### src/rtl/debounce_pkg.sv
// Shared defaults and the debounced channel-state encoding for debounce_multi.
package debounce_pkg;

    localparam int DEF_NUM_CH        = 4;
    localparam int DEF_STABLE_CYCLES = 8;
    localparam int DEF_SYNC_STAGES   = 2;
    localparam int DEF_PB_ACTIVE_LOW = 0;
    localparam int DEF_LONG_CYCLES   = 32;

    typedef enum logic {
        RELEASED = 1'b0,
        PRESSED  = 1'b1
    } pb_state_e;

endpackage

### src/rtl/debounce_ch.sv
// One push-button channel: synchroniser, stability counter, press/release pulses.
// Long-press detection is built only when DEBOUNCE_LONG_PRESS_EN is defined.
module debounce_ch
    import debounce_pkg::*;
#(
    parameter int STABLE_CYCLES = DEF_STABLE_CYCLES,
    parameter int SYNC_STAGES   = DEF_SYNC_STAGES,
    parameter int PB_ACTIVE_LOW = DEF_PB_ACTIVE_LOW,
    parameter int LONG_CYCLES   = DEF_LONG_CYCLES
) (
    input  logic i_clk,
    input  logic i_async_reset_n,
    input  logic i_pb,
    output logic o_pb_clean,
    output logic o_press,
    output logic o_release,
    output logic o_long
);

    localparam int              CNT_W        = $clog2(STABLE_CYCLES);
    localparam logic [CNT_W-1:0] CNT_LAST    = CNT_W'(STABLE_CYCLES - 1);
    localparam logic            RELEASED_PIN = (PB_ACTIVE_LOW != 0);

    if (STABLE_CYCLES < 2 || SYNC_STAGES < 2 || LONG_CYCLES < 1) begin : g_bad_params
        $error("debounce_ch: STABLE_CYCLES>=2, SYNC_STAGES>=2, LONG_CYCLES>=1 required");
    end

    logic [SYNC_STAGES-1:0] sync_q;
    logic                   s;
    pb_state_e              state_q, state_d;
    logic [CNT_W-1:0]       cnt_q, cnt_d;
    logic                   press_q, press_d;
    logic                   release_q, release_d;

    // NOTE: the synchroniser is reset to the pin's released level, so leaving
    // reset can never look like a press arriving through the pipeline.
    always_ff @(posedge i_clk or negedge i_async_reset_n) begin
        if (!i_async_reset_n) begin
            sync_q <= {SYNC_STAGES{RELEASED_PIN}};
        end else begin
            sync_q <= {sync_q[SYNC_STAGES-2:0], i_pb};
        end
    end

    assign s = sync_q[SYNC_STAGES-1] ^ RELEASED_PIN;

    // NOTE: every output of this block gets a default first, so no path leaves
    // a variable unassigned and no latch is inferred.
    always_comb begin
        state_d   = state_q;
        cnt_d     = '0;
        press_d   = 1'b0;
        release_d = 1'b0;
        if (s != state_q) begin
            if (cnt_q == CNT_LAST) begin
                state_d   = s ? PRESSED : RELEASED;
                press_d   = s;
                release_d = ~s;
            end else begin
                cnt_d = cnt_q + CNT_W'(1);
            end
        end
    end

    // NOTE: state registers use non-blocking assignments so every flop samples
    // the pre-edge values regardless of statement order.
    always_ff @(posedge i_clk or negedge i_async_reset_n) begin
        if (!i_async_reset_n) begin
            state_q   <= RELEASED;
            cnt_q     <= '0;
            press_q   <= 1'b0;
            release_q <= 1'b0;
        end else begin
            state_q   <= state_d;
            cnt_q     <= cnt_d;
            press_q   <= press_d;
            release_q <= release_d;
        end
    end

    assign o_pb_clean = (state_q == PRESSED);
    assign o_press    = press_q;
    assign o_release  = release_q;

`ifdef DEBOUNCE_LONG_PRESS_EN
    localparam int               HOLD_W    = $clog2(LONG_CYCLES + 1);
    localparam logic [HOLD_W-1:0] HOLD_MAX  = HOLD_W'(LONG_CYCLES);
    localparam logic [HOLD_W-1:0] HOLD_LAST = HOLD_W'(LONG_CYCLES - 1);

    logic [HOLD_W-1:0] hold_q;
    logic              long_q;

    // Counts cycles spent pressed; saturating stops the pulse from repeating.
    always_ff @(posedge i_clk or negedge i_async_reset_n) begin
        if (!i_async_reset_n) begin
            hold_q <= '0;
            long_q <= 1'b0;
        end else begin
            long_q <= (state_q == PRESSED) && (hold_q == HOLD_LAST);
            if (state_q == RELEASED) begin
                hold_q <= '0;
            end else if (hold_q != HOLD_MAX) begin
                hold_q <= hold_q + HOLD_W'(1);
            end
        end
    end

    assign o_long = long_q;
`else
    assign o_long = 1'b0;
`endif

endmodule

### src/rtl/debounce_multi.sv
// NUM_CH independent debounced push-button channels sharing one clock and reset.
// Define DEBOUNCE_LONG_PRESS_EN to enable the per-channel o_long pulse.
module debounce_multi
    import debounce_pkg::*;
#(
    parameter int NUM_CH        = DEF_NUM_CH,
    parameter int STABLE_CYCLES = DEF_STABLE_CYCLES,
    parameter int SYNC_STAGES   = DEF_SYNC_STAGES,
    parameter int PB_ACTIVE_LOW = DEF_PB_ACTIVE_LOW,
    parameter int LONG_CYCLES   = DEF_LONG_CYCLES
) (
    input  logic              i_clk,
    input  logic              i_async_reset_n,
    input  logic [NUM_CH-1:0] i_pb,
    output logic [NUM_CH-1:0] o_pb_clean,
    output logic [NUM_CH-1:0] o_press,
    output logic [NUM_CH-1:0] o_release,
    output logic [NUM_CH-1:0] o_long
);

    for (genvar n = 0; n < NUM_CH; n++) begin : g_ch
        debounce_ch #(
            .STABLE_CYCLES (STABLE_CYCLES),
            .SYNC_STAGES   (SYNC_STAGES),
            .PB_ACTIVE_LOW (PB_ACTIVE_LOW),
            .LONG_CYCLES   (LONG_CYCLES)
        ) u_ch (
            .i_clk           (i_clk),
            .i_async_reset_n (i_async_reset_n),
            .i_pb            (i_pb[n]),
            .o_pb_clean      (o_pb_clean[n]),
            .o_press         (o_press[n]),
            .o_release       (o_release[n]),
            .o_long          (o_long[n])
        );
    end

endmodule

### config.mk
export PLATFORM = sky130hd
export DESIGN_NAME = debounce_multi
export DESIGN_NICKNAME = d
export VERILOG_FILES = /design/src/rtl/debounce_pkg.sv /design/src/rtl/debounce_ch.sv /design/src/rtl/debounce_multi.sv
export SDC_FILE = /design/constraint.sdc
export NUM_CORES = 1
export LEC_CHECK = 0
export BUFFER_PORTS_ARGS = -buffer_cell sky130_fd_sc_hd__buf_2
export CAP_MARGIN = 20
export CORE_UTILIZATION = 48
export CTS_CLUSTER_SIZE = 40
export DETAILED_ROUTE_END_ITERATION = 10
export PLACE_DENSITY = 0.75
export SYNTH_ARGS = -nofsm -noshare
export SYNTH_HDL_FRONTEND = slang
export SYNTH_SLANG_ARGS = --single-unit
### constraint.sdc
create_clock -name i_clk -period 1.1 [get_ports i_clk]
set_input_delay 0.165 -clock i_clk [delete_from_list [all_inputs] [get_ports i_clk]]
set_output_delay 0.165 -clock i_clk [all_outputs]
set_load 0.01 [all_outputs]
==> qor.txt <==
OUTCOME
-----------------------------------------------------------------------------------------------------------------
Outcome                                                                                              finished, violations left
Failing checks                                                                                       setup timing

DETAILED ROUTING
-----------------------------------------------------------------------------------------------------------------
DR vias                                                                                                       673
DR DRC count                                                                                                    0
Number of detailed-route iterations in the first pass                                                           4
Final ANT Viol Nets                                                                                             0
Iter 0 DRT Violations                                                                                           5
Avg Vias per Cell                                                                                            4.58
Final routed wirelength across all metal layers                                                           1.66 mm
Wire per inst                                                                                             11.3 um

FINAL LAYOUT
-----------------------------------------------------------------------------------------------------------------
Fin nets                                                                                                      131
Share of the core filled with cells                                                                         60.6%
Fill cells                                                                                                    193
Non-Filler Cell Area, Final                                                                             1500 um^2
Highest-count cells in the layout ignoring fill and taps                                             sky130_fd_sc_hd__dfrtp_1, sky130_fd_sc_hd__buf_2, sky130_fd_sc_hd__buf_4
Final std cells w/o fill                                                                                      147
Most common cell after layout, fill and taps aside                                                   sky130_fd_sc_hd__dfrtp_1
Ratio of cells with drive above 1 in the final layout                                                       44.4%
Layout area overhead                                                                                        18.8%
Diodes inserted                                                                                                 0

DIE
-----------------------------------------------------------------------------------------------------------------
Cell Rows                                                                                                      18
Die width                                                                                                 53.3 um
Vertical die dimension                                                                                    53.3 um
Std-Cell Core Area                                                                                      2480 um^2
Starting Density                                                                                            51.0%
Die Area                                                                                                2840 um^2
I/O pin count                                                                                                  22

WORST SETUP PATH
-----------------------------------------------------------------------------------------------------------------
Startpoint Class                                                                                         register
Cell family with most CP delay                                                                         flip-flops
Series of cell instances along the critical path                                                     ha_2 > ha_4 > mux2_2
Reg2Reg Capture Point                                                                                g_ch[0].u_ch.o_pb_clean
Req. time, crit path                                                                                      1.31 ns
Crit. End Element                                                                                        register
Largest fanout on the critical path                                                                             5
Buffers and inverters on the worst path                                                                         0
Worst reg2reg path startpoint                                                                        g_ch[0].u_ch.cnt_q[0]
Worst path arrival time                                                                                   1.33 ns
Reg2reg setup slack                                                                                      -0.02 ns
CP Class                                                                                               reg -> reg
R2R depth                                                                                                       3
Logic depth of the worst setup path including buffers                                                           3
Longest individual stage delay on the worst path                                                          0.35 ns
Slowest-stage cell, CP                                                                               sky130_fd_sc_hd__dfrtp_1

YOSYS
-----------------------------------------------------------------------------------------------------------------
Post-synth ARST share                                                                                        100%
Post-Syn Area per Cell                                                                                  13.9 um^2
Dominant combinational cell family by area after synthesis                                           simple AND/OR/NAND/NOR gates
Register area share after synthesis                                                                         63.4%
Leading cell types by total area after synthesis                                                     sky130_fd_sc_hd__dfrtp_1, sky130_fd_sc_hd__buf_4, sky130_fd_sc_hd__ha_1
Area fraction in compound gates after synthesis                                                             1.19%
Fraction of the mapped netlist area in simple logic gates                                                   13.2%
Arithmetic-cell share of the synthesized area counting full adders, half adders and majority gates          7.92%
Dominant cell type by area after synthesis                                                           sky130_fd_sc_hd__dfrtp_1
Dominant synthesized flop cell                                                                       sky130_fd_sc_hd__dfrtp_1
Synthesized flop and latch total                                                                               32
Netlist area before placement                                                                           1260 um^2
Post-synthesis cell count                                                                                      91
Portion of synthesized cell area occupied by the leading cell type                                          63.4%
Proportion of synthesized area in mux cells                                                                0.891%
Unique masters post-synth                                                                                      18
Count of warnings emitted by yosys                                                                              0
Xor/xnor share of the synthesized area                                                                      2.77%
Number of flops mapped to enable cells by yosys                                                                 0

TIMING
-----------------------------------------------------------------------------------------------------------------
Final period util                                                                                            102%
Unrepaired setup endpoints after global routing                                                              true
Final setup violation count                                                                                     1
Max-slew violation count                                                                                        0
Clock period minus worst slack                                                                            1.12 ns
Worst-case clock skew                                                                                  0.00778 ns
Final hold viol count                                                                                           0
Post-route setup slack                                                                                 -0.0191 ns
Fmax                                                                                                      894 MHz
Worst hold slack across all endpoints                                                                    0.282 ns

PWR
-----------------------------------------------------------------------------------------------------------------
Internal Dissipation                                                                                      2.15 mW
Comb pwr share                                                                                              28.3%
Switching share of total power                                                                              28.2%
Switch Pwr                                                                                                 847 uW
Total leakage power                                                                                      0.786 nW
Max IR drop VDD                                                                                           1400 uV
Power Density                                                                                        2000 nW/um^2
Clock power frac                                                                                            19.6%
Power consumption                                                                                         3.00 mW
Sequential Power Share                                                                                      52.2%

PLACED DESIGN
-----------------------------------------------------------------------------------------------------------------
Routability cong.                                                                                           0.603
Placement Cell Area                                                                                     1340 um^2
Post-detail-place hpwl                                                                                    1.14 mm
Number of buffers inserted by port buffering                                                                   17
Cell Count Post-Placement                                                                                     130

GLOBAL ROUTE
-----------------------------------------------------------------------------------------------------------------
First-pass GRT wire length                                                                                2.60 mm
Number of antenna violations at the first check in global routing                                               0
Vias in the first global route                                                                                618
Maximum number of pins on one net before global-route repair                                                   18
Aggregate global routing overflow                                                                               0
Global Route Usage Sum                                                                                      13.9%

CLOCK TREE
-----------------------------------------------------------------------------------------------------------------
Insertion delay of the later-clocked pin in the worst-skew pair                                           0.32 ns
Clock tree from TritonCTS                                                                                   built
TritonCTS buffer count                                                                                          5
H-tree depth                                                                                                    2
Buffers from clock root to sink, at most                                                                        2
Root Driver                                                                                          sky130_fd_sc_hd__clkbuf_4
Clock-pin slew on the worst setup and hold paths                                                          0.09 ns
Sinks on Clock Net                                                                                             32

FLOW RUN
-----------------------------------------------------------------------------------------------------------------
Count of maximum capacitance violations                                                                         0

HOLD PATH
-----------------------------------------------------------------------------------------------------------------
Min-Delay Path Class                                                                                  in -> async

## state kept, by name, indices dropped and copies added, names as in the netlist
register / cells
g_ch.u_ch.o_release: 4
g_ch.u_ch.sync_q: 8
g_ch.u_ch.o_pb_clean: 4
g_ch.u_ch.cnt_q: 12
g_ch.u_ch.o_press: 4
## layout make-up
class | instances | area [um^2] | share of cell area, %
clock buffers | 6 | 41.3 | 2.75
clock inverters | 1 | 5.00 | 0.333
inverters | 3 | 11.3 | 0.750
multi-input cells | 43 | 383 | 25.5
flip-flops and latches | 32 | 801 | 53.3
well taps | 30 | 37.5 | 2.50
repair buffers | 32 | 223 | 14.8
## worst register-to-register path, delay by kind of cell (launching register included)
family | cells | cell delay, ns
adder cells (fa/ha/maj) | 2 | 0.34
flip-flops | 1 | 0.35
multiplexers | 1 | 0.33
## timing repair
item / CTS / global route
setup buffers: 0 / 5
hold endpoints to repair: 19 / 0
resized for setup: 3 / 5
hold buffers: 5 / 0
pin swaps: 3 / 1
endpoints found under the setup margin: 6 / 19
## Yosys cell counts (3+ instances only)
| master | count |
|---|---|
| sky130_fd_sc_hd__buf_4 | 16 |
| sky130_fd_sc_hd__xor2_1 | 3 |
| sky130_fd_sc_hd__nor2_1 | 3 |
| sky130_fd_sc_hd__dfrtp_1 | 32 |
| sky130_fd_sc_hd__nor3b_1 | 3 |
| sky130_fd_sc_hd__nand2_1 | 3 |
| sky130_fd_sc_hd__o21ai_0 | 3 |
| sky130_fd_sc_hd__nor3b_2 | 4 |
| sky130_fd_sc_hd__and2_2 | 4 |
| sky130_fd_sc_hd__inv_1 | 3 |
| sky130_fd_sc_hd__ha_1 | 8 |
## stage by stage
stage	TNS [ns]	worst slack, ns
after detailed placement	-0.0411	-0.0293
after CTS	-0.0372	-0.0372
after floorplan	0	0.00855
after global routing	-0.102	-0.0461
final	-0.0191	-0.0191
after global placement	0	0.00394
## power by group through the flow
stage	Clock (mW)	Combinational (mW)	Sequential, mW
global route	0.675	0.967	1.60
detailed placement	0	0.691	1.60
global placement	0	0.649	1.59
floorplan	0	0.525	1.58
CTS	0.617	0.716	1.58
finish	0.587	0.847	1.57
## how the worst max path moves through the flow
stage	start	slack, ns	end
after detailed placement	g_ch[0].u_ch.cnt_q[0]	-0.03	g_ch[0].u_ch.o_pb_clean
final	g_ch[0].u_ch.cnt_q[0]	-0.02	g_ch[0].u_ch.o_pb_clean
after floorplan	g_ch[0].u_ch.cnt_q[0]	0.009	g_ch[0].u_ch.o_pb_clean
after CTS	g_ch[0].u_ch.cnt_q[0]	-0.04	g_ch[0].u_ch.o_pb_clean
after global routing	g_ch[0].u_ch.cnt_q[0]	-0.05	g_ch[0].u_ch.o_pb_clean
after global placement	g_ch[0].u_ch.cnt_q[0]	0.004	g_ch[0].u_ch.o_pb_clean
## cell families (layout without fill, tap and decap cells)
logic type,after synthesis,in the layout
buf+inv,19,42
other cells,1,4
fa+ha+maj,8,8
simple gates,23,23
mux,1,1
xor+xnor,4,4
flops,32,32
compound gates,3,3
## layer usage
layer  track usage, %  routed length [um]  up-vias
li1                 -                   -      327
met2             21.3                 832       20
met1             15.0                 691      320
met5                0                   0        -
met4             7.89                  37        0
met3             7.76                 101        6
(Power assumes the default switching activity.)
